--- config.mk ---
export PLATFORM = sky130hd
export DESIGN_NAME = jk_excite_seq
export DESIGN_NICKNAME = d
export VERILOG_FILES = /design/src/rtl/jk_excite_seq.sv
export SDC_FILE = /design/constraint.sdc
export NUM_CORES = 1
export LEC_CHECK = 0
export ABC_AREA = 1
export BUFFER_PORTS_ARGS = -buffer_cell sky130_fd_sc_hd__buf_2
export CORE_MARGIN = 2
export CORE_UTILIZATION = 26
export DETAILED_ROUTE_END_ITERATION = 6
export GPL_TIMING_DRIVEN = 0
export SYNTH_ARGS = -nofsm -noshare
export SYNTH_HDL_FRONTEND = slang
export SYNTH_SLANG_ARGS = --single-unit
--- constraint.sdc ---
create_clock -name clk -period 2.35 [get_ports clk]
set_input_delay 0.1175 -clock clk [delete_from_list [all_inputs] [get_ports clk]]
set_output_delay 0.1175 -clock clk [all_outputs]
set_load 0.05 [all_outputs]
--- src/rtl/jk_excite_seq.sv ---
// rtl/jk_excite_seq.sv - converts a desired state into JK excitation and applies it to an internal JK register
// Parallel mode applies all bits in one cycle; serial mode walks one bit per cycle, LSB first.
module jk_excite_seq #(
   parameter int WIDTH = 4
) (
   input  logic                         clk,
   input  logic                         rst_n,
   input  logic                         req_valid,
   output logic                         req_ready,
   input  logic [WIDTH-1:0]             target,
   input  logic                         mode,
   input  logic                         hold,
   output logic [WIDTH-1:0]             j_out,
   output logic [WIDTH-1:0]             k_out,
   output logic [WIDTH-1:0]             q,
   output logic [WIDTH-1:0]             qb,
   output logic                         done,
   output logic                         match,
   output logic [$clog2(WIDTH+1)-1:0]   chg_cnt
);

   localparam int CW = $clog2(WIDTH+1);
   localparam int IW = (WIDTH > 1) ? $clog2(WIDTH) : 1;

   typedef enum logic [1:0] {IDLE, APPLY, CHECK} state_t;

   state_t           state_q, state_d;
   logic [WIDTH-1:0] q_q, q_d;
   logic [WIDTH-1:0] tgt_q, tgt_d;
   logic             mode_q, mode_d;
   logic [IW-1:0]    idx_q, idx_d;
   logic [CW-1:0]    cnt_q, cnt_d;

   logic [WIDTH-1:0] j_all, k_all, sel, j_v, k_v, diff;
   logic [CW-1:0]    pop;

   always_comb begin
      diff = target ^ q_q;
      pop  = '0;
      for (int i = 0; i < WIDTH; i++) begin
         pop = pop + CW'(diff[i]);
      end
   end

   // Inverse JK next-state function: set only on 0->1, clear only on 1->0, never toggle.
   always_comb begin
      state_d = state_q;
      tgt_d   = tgt_q;
      mode_d  = mode_q;
      idx_d   = idx_q;
      cnt_d   = cnt_q;
      j_all   = tgt_q & ~q_q;
      k_all   = ~tgt_q & q_q;
      sel     = mode_q ? (WIDTH'(1) << idx_q) : '1;
      j_v     = '0;
      k_v     = '0;
      case (state_q)
         IDLE: begin
            if (req_valid) begin
               tgt_d   = target;
               mode_d  = mode;
               cnt_d   = pop;
               idx_d   = '0;
               state_d = APPLY;
            end
         end
         APPLY: begin
            if (!hold) begin
               j_v = j_all & sel;
               k_v = k_all & sel;
            end
            if (!mode_q || idx_q == IW'(WIDTH-1)) begin
               state_d = CHECK;
            end else begin
               idx_d = idx_q + IW'(1);
            end
         end
         CHECK:   state_d = IDLE;
         default: state_d = IDLE;
      endcase
      q_d = (j_v & ~q_q) | (~k_v & q_q);
   end

   always_ff @(posedge clk or negedge rst_n) begin
      if (!rst_n) begin
         state_q <= IDLE;
         q_q     <= '0;
         tgt_q   <= '0;
         mode_q  <= 1'b0;
         idx_q   <= '0;
         cnt_q   <= '0;
      end else begin
         state_q <= state_d;
         q_q     <= q_d;
         tgt_q   <= tgt_d;
         mode_q  <= mode_d;
         idx_q   <= idx_d;
         cnt_q   <= cnt_d;
      end
   end

   assign req_ready = (state_q == IDLE);
   assign done      = (state_q == CHECK);
   assign match     = (state_q == CHECK) && (q_q == tgt_q);
   assign j_out     = j_v;
   assign k_out     = k_v;
   assign q         = q_q;
   assign qb        = ~q_q;
   assign chg_cnt   = cnt_q;

endmodule

==> impl_metrics.env <==
export IMPL_hold_viol=0
export IMPL_dieArea_mm2=0.004894
export IMPL_via_per_inst=4.232
export IMPL_dpl_hpwl_mm=1.992
export IMPL_clkSinkCount=16
export IMPL_worst_setup_path_end_kind="flip-flop"
export IMPL_die_h_um=69.96
export IMPL_maxSlewViolCount=0
export IMPL_fp_dieW_um=69.96
export IMPL_drc_errors=0
export IMPL_cp_start_kind="flip-flop"
export IMPL_synthesis_nets=163
export IMPL_layout_nets=199
export IMPL_path_clk_slew_ns=0.07
export IMPL_max_freq_mhz=514.2
export IMPL_synthesis_instances=139
export IMPL_grt_pass1_vias=913
export IMPL_period_needed_ns=1.945
export IMPL_path_cells="xnor2_1 > fa_1 > inv_1 > ha_1 > ha_1 > nand3_1 > nand2_1"
export IMPL_place_inst=219
export IMPL_required_ns=2.50
export IMPL_wl_met3_um=142
export IMPL_slowest_stage="fa_1"
export IMPL_worst_pin_slew_ns=0.3997
export IMPL_instances_no_fill=224
export IMPL_tritoncts="built"
export IMPL_grt_usage_pct=11.06
export IMPL_grt_overflow=0
export IMPL_ys_ff_latch=16
export IMPL_drt_iter0_drc=49
export IMPL_crit_type="reg2reg"
export IMPL_cpMostUsedCell="ha_1"
export IMPL_initial_core_util_pct=27.68
export IMPL_io_buffer_count=30
export IMPL_num_vias=948
export IMPL_m1WireLength_mm=1.287
export IMPL_cpPeakStageDelay_ns=0.55
export IMPL_path_buf_inv=1
export IMPL_dr_pass1_iters=4
export IMPL_filler_cell_count=426
export IMPL_htree_levels=1
export IMPL_final_cell_mix="inv_1, buf_2, nand2_1"
export IMPL_drtAntennaViolNets=0
export IMPL_tns_ns=0
export IMPL_cts_root_buffer="clkbuf_8"
export IMPL_slew_headroom_pct=73.35
export IMPL_cp_top_family="adder cells"
export IMPL_layout_drive_gt1_share_pct=28.16
export IMPL_arrival_ns=2.09
export IMPL_ys_warn_count=0
export IMPL_layout_setup_ws_ns=0.4052
export IMPL_fin_skew_ns=0.008299
export IMPL_rsz0062_at_grt="false"
export IMPL_finalSetupViolations=0
export IMPL_syn_cell_area_mm2=0.001131
export IMPL_clk_insertion_delay_late_ns=0.26
export IMPL_hp_class="in2reg"
export IMPL_wl_met2_mm=1.061
export IMPL_synth_cell_types=21
export IMPL_fin_crit_sh_pct=82.76
export IMPL_highest_layer="met4"
export IMPL_clk_path_buf_depth=2
export IMPL_num_rows=23
export IMPL_syn_area_per_cell_um2=8.137
export IMPL_routedWlPerCell_um=11.17
export IMPL_path_max_fanout=5
export IMPL_outcome="finished clean"
export IMPL_ios=31
export IMPL_grt_pass1_wl_mm=4.257
export IMPL_antenna_found_initial=0
export IMPL_core_area_mm2=0.004086
export IMPL_dpl_worst_slack_ns=0.4247
export IMPL_seq_area_frac_synth_pct=35.40
export IMPL_place_gp_congestion=0.7320
export IMPL_area_growth_pct=25.00
export IMPL_cts_setup_buffers=0
export IMPL_numCtsBuffers=3
export IMPL_drv_cap=0
export IMPL_cts_resized=0
export IMPL_grt_max_degree=17
export IMPL_antenna_cells=0
export IMPL_totalWireLength_mm=2.503
-- registers in the layout (all words and copies together), names as in the netlist --
register and cells:
tgt_q 4, chg_cnt 3, q 4, state_q 2, idx_q 2, mode_q 1
-- synth_stat cells, drive strengths merged --
library cell / instances / area share (%)
dfrtp: 16 / 35
inv: 32 / 11
fa: 1 / 1.8
nand2: 26 / 9.5
nand4: 7 / 3.9
nor2: 17 / 7.0
xnor2: 3 / 2.3
nand3: 9 / 4.9
a21oi: 5 / 2.2
nor3: 4 / 3.1
and3: 1 / 0.66
buf: 3 / 2.4
xor2: 1 / 0.77
ha: 14 / 15
-- tightest hold or removal path, stage by stage --
cell     delay (ns)
buf_2          0.08
nor2_1         0.04
a21oi_1        0.10
-- metal layers --
metal	vias to the layer above	global-route usage [%]
met3	2	3.608
met5	-	0
met1	423	15.30
met2	28	17.04
met4	0	1.923
li1	495	-
-- repair_timing --
item	4_1_cts	5_1_grt
hold endpoints to repair	16	0
hold buffers	1	0
endpoints found under the setup margin	0	0
-- metrics by stage --
step	hold slack [ns]	instance area (µm²)	utilization (%)
after floorplan	-0.1781	1136	-
after global placement	0.06844	1349	33.01
after detailed placement	0.07184	1349	33.01
after CTS	0.1231	1414	34.60
after global routing	0.1481	1414	34.60
final	0.1284	1414	34.60
-- layout make-up --
| cell class | count | area, µm² | area share, % |
|---|---|---|---|
| Buffer | 3 | 27.53 | 1.947 |
| Tap cell | 50 | 62.56 | 4.425 |
| Sequential cell | 16 | 400.4 | 28.32 |
| Timing Repair Buffer | 31 | 160.2 | 11.33 |
| Inverter | 32 | 120.1 | 8.496 |
| Clock buffer | 4 | 55.05 | 3.894 |
| Multi-Input combinational cell | 88 | 588.1 | 41.59 |
-- path summary, 6_finish.rpt --
check	startpoint	end	slack (ns)	cells after the start
min in group asynchronous	rst_n	q[3]$_DFF_PN0_	0.31	2
setup reg to reg	q[0]$_DFF_PN0_	chg_cnt[1]$_DFFE_PN0P_	0.41	7
max in group asynchronous	rst_n	idx_q[1]$_DFFE_PN0P_	1.75	2
setup / recovery	q[0]$_DFF_PN0_	chg_cnt[1]$_DFFE_PN0P_	0.41	7
hold / removal	mode	mode_q$_DFFE_PN0P_	0.13	3
hold reg to reg	chg_cnt[0]$_DFFE_PN0P_	chg_cnt[0]$_DFFE_PN0P_	0.48	2
-- cell families after synthesis --
kind of cell	share of synthesized area [%]
AOI/OAI and AO/OA	2.212
DFF	35.40
xor gates and xnor gates	3.098
and+or+nand+nor	28.98
adders and majority gates	17.26
buffers and inverters	13.05
Power is left out: the tool's default activity adds up to more than one toggle a clock period on the data nets, which glitch-free logic cannot reach.
